===== src/rtl/csa_operand_feeder_if.sv =====
// rtl/csa_operand_feeder_if.sv - operand/result handshake and adder bus for csa_operand_feeder
//
// Purpose: bundles the upstream operand stream, the adder operand/result
// wires and the downstream result stream into one interface.
// Signals:
//   in_valid/in_ready/in_data   upstream 4-bit operand handshake
//   csa_a/csa_b/csa_c           operand slots driven to the adder
//   csa_sum/csa_cout            adder outputs returned to the feeder
//   out_valid/out_ready/result  downstream 6-bit result handshake
//   triple_count                completed triples, wraps 255 -> 0
//   err                         sticky adder mismatch flag
// Modports:
//   slave   the feeder itself
//   master  the surrounding environment (upstream, adder, downstream)

interface csa_operand_feeder_if;
  logic       in_valid;
  logic       in_ready;
  logic [3:0] in_data;
  logic [3:0] csa_a;
  logic [3:0] csa_b;
  logic [3:0] csa_c;
  logic [4:0] csa_sum;
  logic       csa_cout;
  logic       out_valid;
  logic       out_ready;
  logic [5:0] result;
  logic [7:0] triple_count;
  logic       err;

  modport slave (
    input  in_valid, in_data, csa_sum, csa_cout, out_ready,
    output in_ready, csa_a, csa_b, csa_c, out_valid, result, triple_count, err
  );

  modport master (
    output in_valid, in_data, csa_sum, csa_cout, out_ready,
    input  in_ready, csa_a, csa_b, csa_c, out_valid, result, triple_count, err
  );
endinterface


===== src/rtl/csa_operand_feeder.sv =====
// rtl/csa_operand_feeder.sv - groups 4-bit operands into triples for the carry save adder
//
// Purpose: collects three operands (LOAD), lets the adder settle for one
// cycle (EVAL) while capturing {csa_cout, csa_sum} and cross-checking it
// against a behavioural sum, then presents the result until taken (HOLD).
// Ports:
//   clk  rising-edge clock
//   rst  synchronous active-high reset
//   bus  csa_operand_feeder_if.slave (operand stream, adder bus, result stream,
//        triple_count, err)

module csa_operand_feeder (
  input logic                  clk,
  input logic                  rst,
  csa_operand_feeder_if.slave  bus
);

  typedef enum logic [1:0] {
    LOAD = 2'd0,
    EVAL = 2'd1,
    HOLD = 2'd2
  } state_t;

  state_t     state;
  state_t     state_next;
  logic [1:0] idx;
  logic       accept;
  logic       handoff;
  logic [5:0] adder_out;
  logic [5:0] ref_sum;

  // Handshake qualifiers use the registered state, never the ready/valid
  // outputs, so no combinational path exists from in_valid/out_ready.
  assign accept    = bus.in_valid && (state == LOAD);
  assign handoff   = bus.out_ready && (state == HOLD);
  assign adder_out = {bus.csa_cout, bus.csa_sum};
  assign ref_sum   = {2'b00, bus.csa_a} + {2'b00, bus.csa_b} + {2'b00, bus.csa_c};

  // State register
  always_ff @(posedge clk) begin
    if (rst) begin
      state <= LOAD;
    end else begin
      state <= state_next;
    end
  end

  // Next-state logic
  always_comb begin
    state_next = state;
    case (state)
      LOAD:    if (accept && (idx == 2'd2)) state_next = EVAL;
      EVAL:    state_next = HOLD;
      HOLD:    if (handoff) state_next = LOAD;
      default: state_next = LOAD;
    endcase
  end

  // Output decode
  always_comb begin
    bus.in_ready  = (state == LOAD);
    bus.out_valid = (state == HOLD);
  end

  // Operand slots, result capture, completion counter and mismatch flag.
  // Slots are deliberately left intact after a handoff.
  always_ff @(posedge clk) begin
    if (rst) begin
      idx              <= 2'd0;
      bus.csa_a        <= 4'd0;
      bus.csa_b        <= 4'd0;
      bus.csa_c        <= 4'd0;
      bus.result       <= 6'd0;
      bus.triple_count <= 8'd0;
      bus.err          <= 1'b0;
    end else begin
      if (accept) begin
        case (idx)
          2'd0:    bus.csa_a <= bus.in_data;
          2'd1:    bus.csa_b <= bus.in_data;
          2'd2:    bus.csa_c <= bus.in_data;
          default: ;
        endcase
        idx <= (idx == 2'd2) ? 2'd0 : idx + 2'd1;
      end
      if (state == EVAL) begin
        bus.result <= adder_out;
        if (adder_out != ref_sum) begin
          bus.err <= 1'b1;
        end
      end
      if (handoff) begin
        bus.triple_count <= bus.triple_count + 8'd1;
      end
    end
  end

endmodule


===== src/flat_wrapper.sv =====
// flat-port wrapper written by rule: the top's interface ports become plain ports
module csa_operand_feeder_flat 
  (clk, rst, bus_in_valid, bus_in_data, bus_csa_sum, bus_csa_cout, bus_out_ready, bus_in_ready, bus_csa_a, bus_csa_b, bus_csa_c, bus_out_valid, bus_result, bus_triple_count, bus_err);
  csa_operand_feeder_if bus_i ();
  input logic clk;
  input logic rst;
  input wire logic [$bits(bus_i.in_valid)-1:0] bus_in_valid;
  input wire logic [$bits(bus_i.in_data)-1:0] bus_in_data;
  input wire logic [$bits(bus_i.csa_sum)-1:0] bus_csa_sum;
  input wire logic [$bits(bus_i.csa_cout)-1:0] bus_csa_cout;
  input wire logic [$bits(bus_i.out_ready)-1:0] bus_out_ready;
  output wire logic [$bits(bus_i.in_ready)-1:0] bus_in_ready;
  output wire logic [$bits(bus_i.csa_a)-1:0] bus_csa_a;
  output wire logic [$bits(bus_i.csa_b)-1:0] bus_csa_b;
  output wire logic [$bits(bus_i.csa_c)-1:0] bus_csa_c;
  output wire logic [$bits(bus_i.out_valid)-1:0] bus_out_valid;
  output wire logic [$bits(bus_i.result)-1:0] bus_result;
  output wire logic [$bits(bus_i.triple_count)-1:0] bus_triple_count;
  output wire logic [$bits(bus_i.err)-1:0] bus_err;
  assign bus_i.in_valid = bus_in_valid;
  assign bus_i.in_data = bus_in_data;
  assign bus_i.csa_sum = bus_csa_sum;
  assign bus_i.csa_cout = bus_csa_cout;
  assign bus_i.out_ready = bus_out_ready;
  assign bus_in_ready = bus_i.in_ready;
  assign bus_csa_a = bus_i.csa_a;
  assign bus_csa_b = bus_i.csa_b;
  assign bus_csa_c = bus_i.csa_c;
  assign bus_out_valid = bus_i.out_valid;
  assign bus_result = bus_i.result;
  assign bus_triple_count = bus_i.triple_count;
  assign bus_err = bus_i.err;
  csa_operand_feeder u_core (.clk(clk), .rst(rst), .bus(bus_i));
endmodule

===== config.mk =====
export PLATFORM = sky130hd
export DESIGN_NAME = csa_operand_feeder_flat
export DESIGN_NICKNAME = d
export VERILOG_FILES = /design/src/rtl/csa_operand_feeder_if.sv /design/src/rtl/csa_operand_feeder.sv /design/src/flat_wrapper.sv
export SDC_FILE = /design/constraint.sdc
export NUM_CORES = 1
export LEC_CHECK = 0
export BUFFER_PORTS_ARGS = -buffer_cell sky130_fd_sc_hd__buf_2
export CAP_MARGIN = 20
export CORE_MARGIN = 4
export CORE_UTILIZATION = 53
export CTS_BUF_LIST = sky130_fd_sc_hd__clkbuf_4
export DETAILED_ROUTE_END_ITERATION = 10
export MAX_ROUTING_LAYER = met4
export PLACE_DENSITY = 0.87
export SKIP_LAST_GASP = 1
export SYNTH_ARGS = -nofsm -noshare
export SYNTH_HDL_FRONTEND = slang
export SYNTH_SLANG_ARGS = --single-unit

===== constraint.sdc =====
create_clock -name clk -period 6.9 [get_ports clk]
set_input_delay 0.69 -clock clk [delete_from_list [all_inputs] [get_ports clk]]
set_output_delay 0.69 -clock clk [all_outputs]
set_load 0.01 [all_outputs]

; ---- After elaboration in Yosys (flattened, before gate mapping)
; Cells that the tools add are included.
[word_totals]
register_bits = 31
latch_bits = 0
ram_bits = 0
mem_bits_ro = 0
inputBits = 14
output_inout_bits = 29
wordCells = 33
memories = 0
[classes]
n_addsub = 4
n_mul = 0
div_mod_pow = 0
magnitude_cmp = 0
eq_ne = 7
n_shift = 0
n_mux = 4
n_bitwise = 0
reduce_logical = 10
[op_table]
columns = cell, n
row1 = AND reduction 2 bit, 5
row2 = "adder 8 x 1 -> 8 bit, second input constant", 1
row3 = adder 6 x 4 -> 6 bit, 1
row4 = two-way mux 2 bit, 3
row5 = inequality test 6 bit, 1
row6 = one-hot mux 2 bit (3 select lines), 1
row7 = adder 4 x 4 -> 5 bit, 1
row8 = "equality test 2 x 1 -> 1 bit, second input constant", 2
row9 = "equality test 2 bit, second input constant", 2
row10 = zero test 2 bit, 2
row11 = "inequality test 2 x 1 -> 1 bit, second input constant", 2
row12 = logical AND 1 bit, 3
row13 = "adder 2 x 1 -> 2 bit, second input constant", 1

; ---- Depth between registers and ports, before layout
[logic_depth]
word_depth = 5
mapped_depth = 10
depth_no_buf = 10

; ---- Least setup slack after synthesis
; No wires, ideal clock.
[synth_path]
path_type = register to register
startpoint = register u_core.bus.csa_b[0]
endpoint = register u_core.bus.err
setup_ns = 0.132
t_arrival_ns = 2.331
required_ns = 6.768
slack_ns = 4.437
path_stages_with_launch = 10
path_buffers = 0
period_less_slack_ns = 2.463
cell_sequence = dfxtp_1 ha_1 inv_1 fa_1 fa_1 xnor3_1 nor3_1 o2111ai_1 o31ai_1 a21oi_1
[synth_between]
elab_chain_cells = 4
[synth_rtl]
columns = item, line_no
row1 = start: declaration, csa_operand_feeder_if.sv:33  ; output in_ready, csa_a, csa_b, csa_c, out_valid, result, triple_count, err
row2 = start signal: assignment, csa_operand_feeder.sv:80  ; 2'd1: bus.csa_b <= bus.in_data;
row3 = adder 4 x 4 -> 5 bit, csa_operand_feeder.sv:37  ; assign ref_sum = {2'b00, bus.csa_a} + {2'b00, bus.csa_b} + {2'b00, bus.csa_c};
row4 = adder 6 x 4 -> 6 bit, csa_operand_feeder.sv:37
row5 = inequality test 6 bit, csa_operand_feeder.sv:88  ; if (adder_out != ref_sum) begin
row6 = AND reduction 2 bit (no source line), n/a
row7 = end signal: assignment, csa_operand_feeder.sv:75  ; bus.err <= 1'b0;
row8 = end signal: assignment, csa_operand_feeder.sv:89  ; bus.err <= 1'b1;
row9 = end: declaration, csa_operand_feeder_if.sv:33
; Every way passes these cells.
; A chain may end at the register's enable or synchronous reset.

; ---- Final worst setup path
; Ends and elaborated chain as after synthesis.

==> impl_metrics.toml <==
[layout]
final_cells = 248
syn_to_final_growth_pct = 19.1
fill_cells = 247
drive_above_1_share = 0.230
layout.nets = 241
antennaDiodeCount = 0

[global_route]
overflow = 0
grt_max_degree = 32
antenna_found_initial = 0
grt_pass1_wl_mm = 5.31
grt_pass1_vias = 1245
grt_use_total = 0.199

[pwr]
p_per_area_mw_per_mm2 = 200
leakage_nw = 0.879
max-vdd-ir-drop_uv = 157
power_uw = 367

[setup_path]
cp.required_ps = 7100
crit_start = "u_core.bus.csa_b[0]"
crit_buf_inv = 1
r2r_start = "u_core.bus.csa_b[0]"
cpPeakStageDelay_ps = 490
critPathKind = "register to register"
end_kind = "register"
cp.depth = 9
rrSetupSlack_ps = 4230
crit_family = "adder cells"
arrival_ps = 2880
crit_top_cell = "fa_1"
crit_fanout = 3
slowest_stage = "fa_1"
setup.worst_path.start_class = "register"
path_cells = "ha_1, inv_1, fa_1, fa_1, xnor3_1, nor3_1, o2111ai_1, o31ai_1, a21oi_1"
reg2reg_depth = 9

[clock_network]
htree_levels = 2
post_cts_buffers = 0
post_cts_resized = 0
clkTransAtPathRegs_ps = 100
cts_hold_buffers = 0
clock_sinks = 31
cts_tree = "built"
clock_latency_ps = 330
cts_max_path_buffers = 2
cts_buffers = 5
root_buffer = "clkbuf_4"

[min_path]
hold_depth = 2
hold_path.class = "register to register"
hp-start = "u_core.bus.result[5]"

[timing]
fin_crit_ps = 2670
hold_viol = 0
slew_headroom = 0.633
slew_violations = 0
rsz0062_at_grt = "no"
clock_skew_ps = 5.12
finalCritPeriodShare = 0.387
tightestPinTransition_ps = 550
fmax_mhz = 374
final.setup.tns_ps = 0
setup_violations = 0

[synthesis]
yosys_most_used_dff = "dfxtp_1"
synth_edf_count = 0
synth-seq-area-share = 0.403
synthesis.area_mm2 = 0.00154
synth_fp_nets = 198
ys_ff_latch = 31
post_synth_num_cell_types = 35
synth_async_sr_flop_share = 0
syn-mean-instance-area_um2 = 8.91
yosysWarnings = 0
netlist_instances = 173

[floorplanning]
core.rowCount = 19
die_w_um = 61.9
pin_count = 43
fp.dieH_um = 61.9
start_util = 0.559
core-area_mm2 = 0.00276
die_area_mm2 = 0.00384

[routing]
via_per_inst = 5.14
first_pass_iters = 4
via_count = 1275
wl_mm = 3.16
initialDrtViolationCount = 17
antenna_left = 0
wl_per_cell_um = 12.7
drc = 0

[placement]
hpwlAfterDp_mm = 2.44
place.gp.congestion = 0.810
portBuffers = 42
dp_cells = 240

[flow_run]
cap_violations = 0

[status]
status = "finished, final reports clean"
-- path summary, 6_finish.rpt --
kind / endpoint
min reg2reg: u_core.bus.result[5]
max: u_core.bus.err
max reg2reg: u_core.bus.err
min: u_core.bus.result[5]
-- state kept, by name, indices dropped and copies added, names as in the netlist --
signal and flops:
u_core.bus.csa_c 4, u_core.bus.csa_a 4, u_core.state 2, u_core.idx 2, u_core.bus.result 6, u_core.bus.triple_count 8, u_core.bus.err 1, u_core.bus.csa_b 4
-- power breakdown --
group / internal, mW / leakage [nW] / total (mW) / switching (mW)
registers: 0.183 / 0.251 / 0.187 / 0.00430
logic: 0.0191 / 0.586 / 0.0428 / 0.0237
clock network: 0.0744 / 0.0426 / 0.137 / 0.0622
-- metrics by stage --
stage	util	worst slack, ps	area (um2)	hold slack (ps)
after floorplan	-	4440	1540	468
after global placement	0.638	4410	1760	443
after detailed placement	0.638	4300	1760	443
after CTS	0.666	4210	1840	457
after global routing	0.666	4000	1840	489
final	0.666	4230	1840	454
-- cell usage after synthesis, types with 2 or more instances --
cell,number,area [um2]
mux2i_1,9,90.1
nand4_1,2,12.5
nand3_1,7,35.0
nand2_1,21,78.8
nor2_1,24,90.1
clkbuf_1,4,15.0
ha_1,9,113
nand2b_1,3,18.8
o21ai_0,2,10.0
a21oi_1,17,85.1
dfxtp_1,31,621
fa_1,2,40.0
xnor3_1,2,45.0
inv_1,8,30.0
xor2_1,8,70.1
or3b_1,2,17.5
xnor2_1,4,35.0
-- cell families after synthesis --
| family | share of synthesized area |
|---|---|
| and+or+nand+nor | 0.205 |
| DFF | 0.403 |
| AOI/OAI and AO/OA | 0.0982 |
| xor gates and xnor gates | 0.0974 |
| buffers and inverters | 0.0398 |
| adders and majority gates | 0.0990 |
| muxes | 0.0584 |
-- layout make-up --
cell class	count	area, um2	area share
Clock inverter	3	38.8	0.0211
Multi-Input combinational cell	128	860	0.468
Tap cell	31	38.8	0.0211
Inverter	8	30.0	0.0164
Timing Repair Buffer	42	210	0.115
Sequential cell	31	621	0.338
Clock buffer	5	37.5	0.0204
-- layout by cell type (no fill, tap or decap), types with 2 or more instances in the layout --
cell type	netlist	routed
dfxtp_1	31	31
buf_2	1	42
fa_1	2	2
inv_1	8	8
a21oi_1	17	17
xor2_1	8	8
nor2_1	24	24
clkbuf_4	0	5
ha_1	9	9
o21ai_0	2	2
or3b_1	2	2
nand4_1	2	2
nand2b_1	3	3
nand3_1	7	7
nand2_1	21	21
xnor3_1	2	2
xnor2_1	4	4
mux2i_1	9	9
-- tightest hold or removal path: cells and delay by family (launching register included) --
kind / cells / cell delay, ps
AND/OR/NAND/NOR: 1 / 50
AO/OA/AOI/OAI: 1 / 50
flip-flops: 1 / 320
-- routing by layer --
layer / global-route usage / vias to the layer above / share of wire
met3: 0.0620 / 5 / 0.062
met5: - / - / 0
met2: 0.330 / 31 / 0.48
met1: 0.222 / 568 / 0.44
li1: - / 671 / -
met4: 0.0818 / 0 / 0.016
No activity file was read; power rests on OpenSTA's default activity.
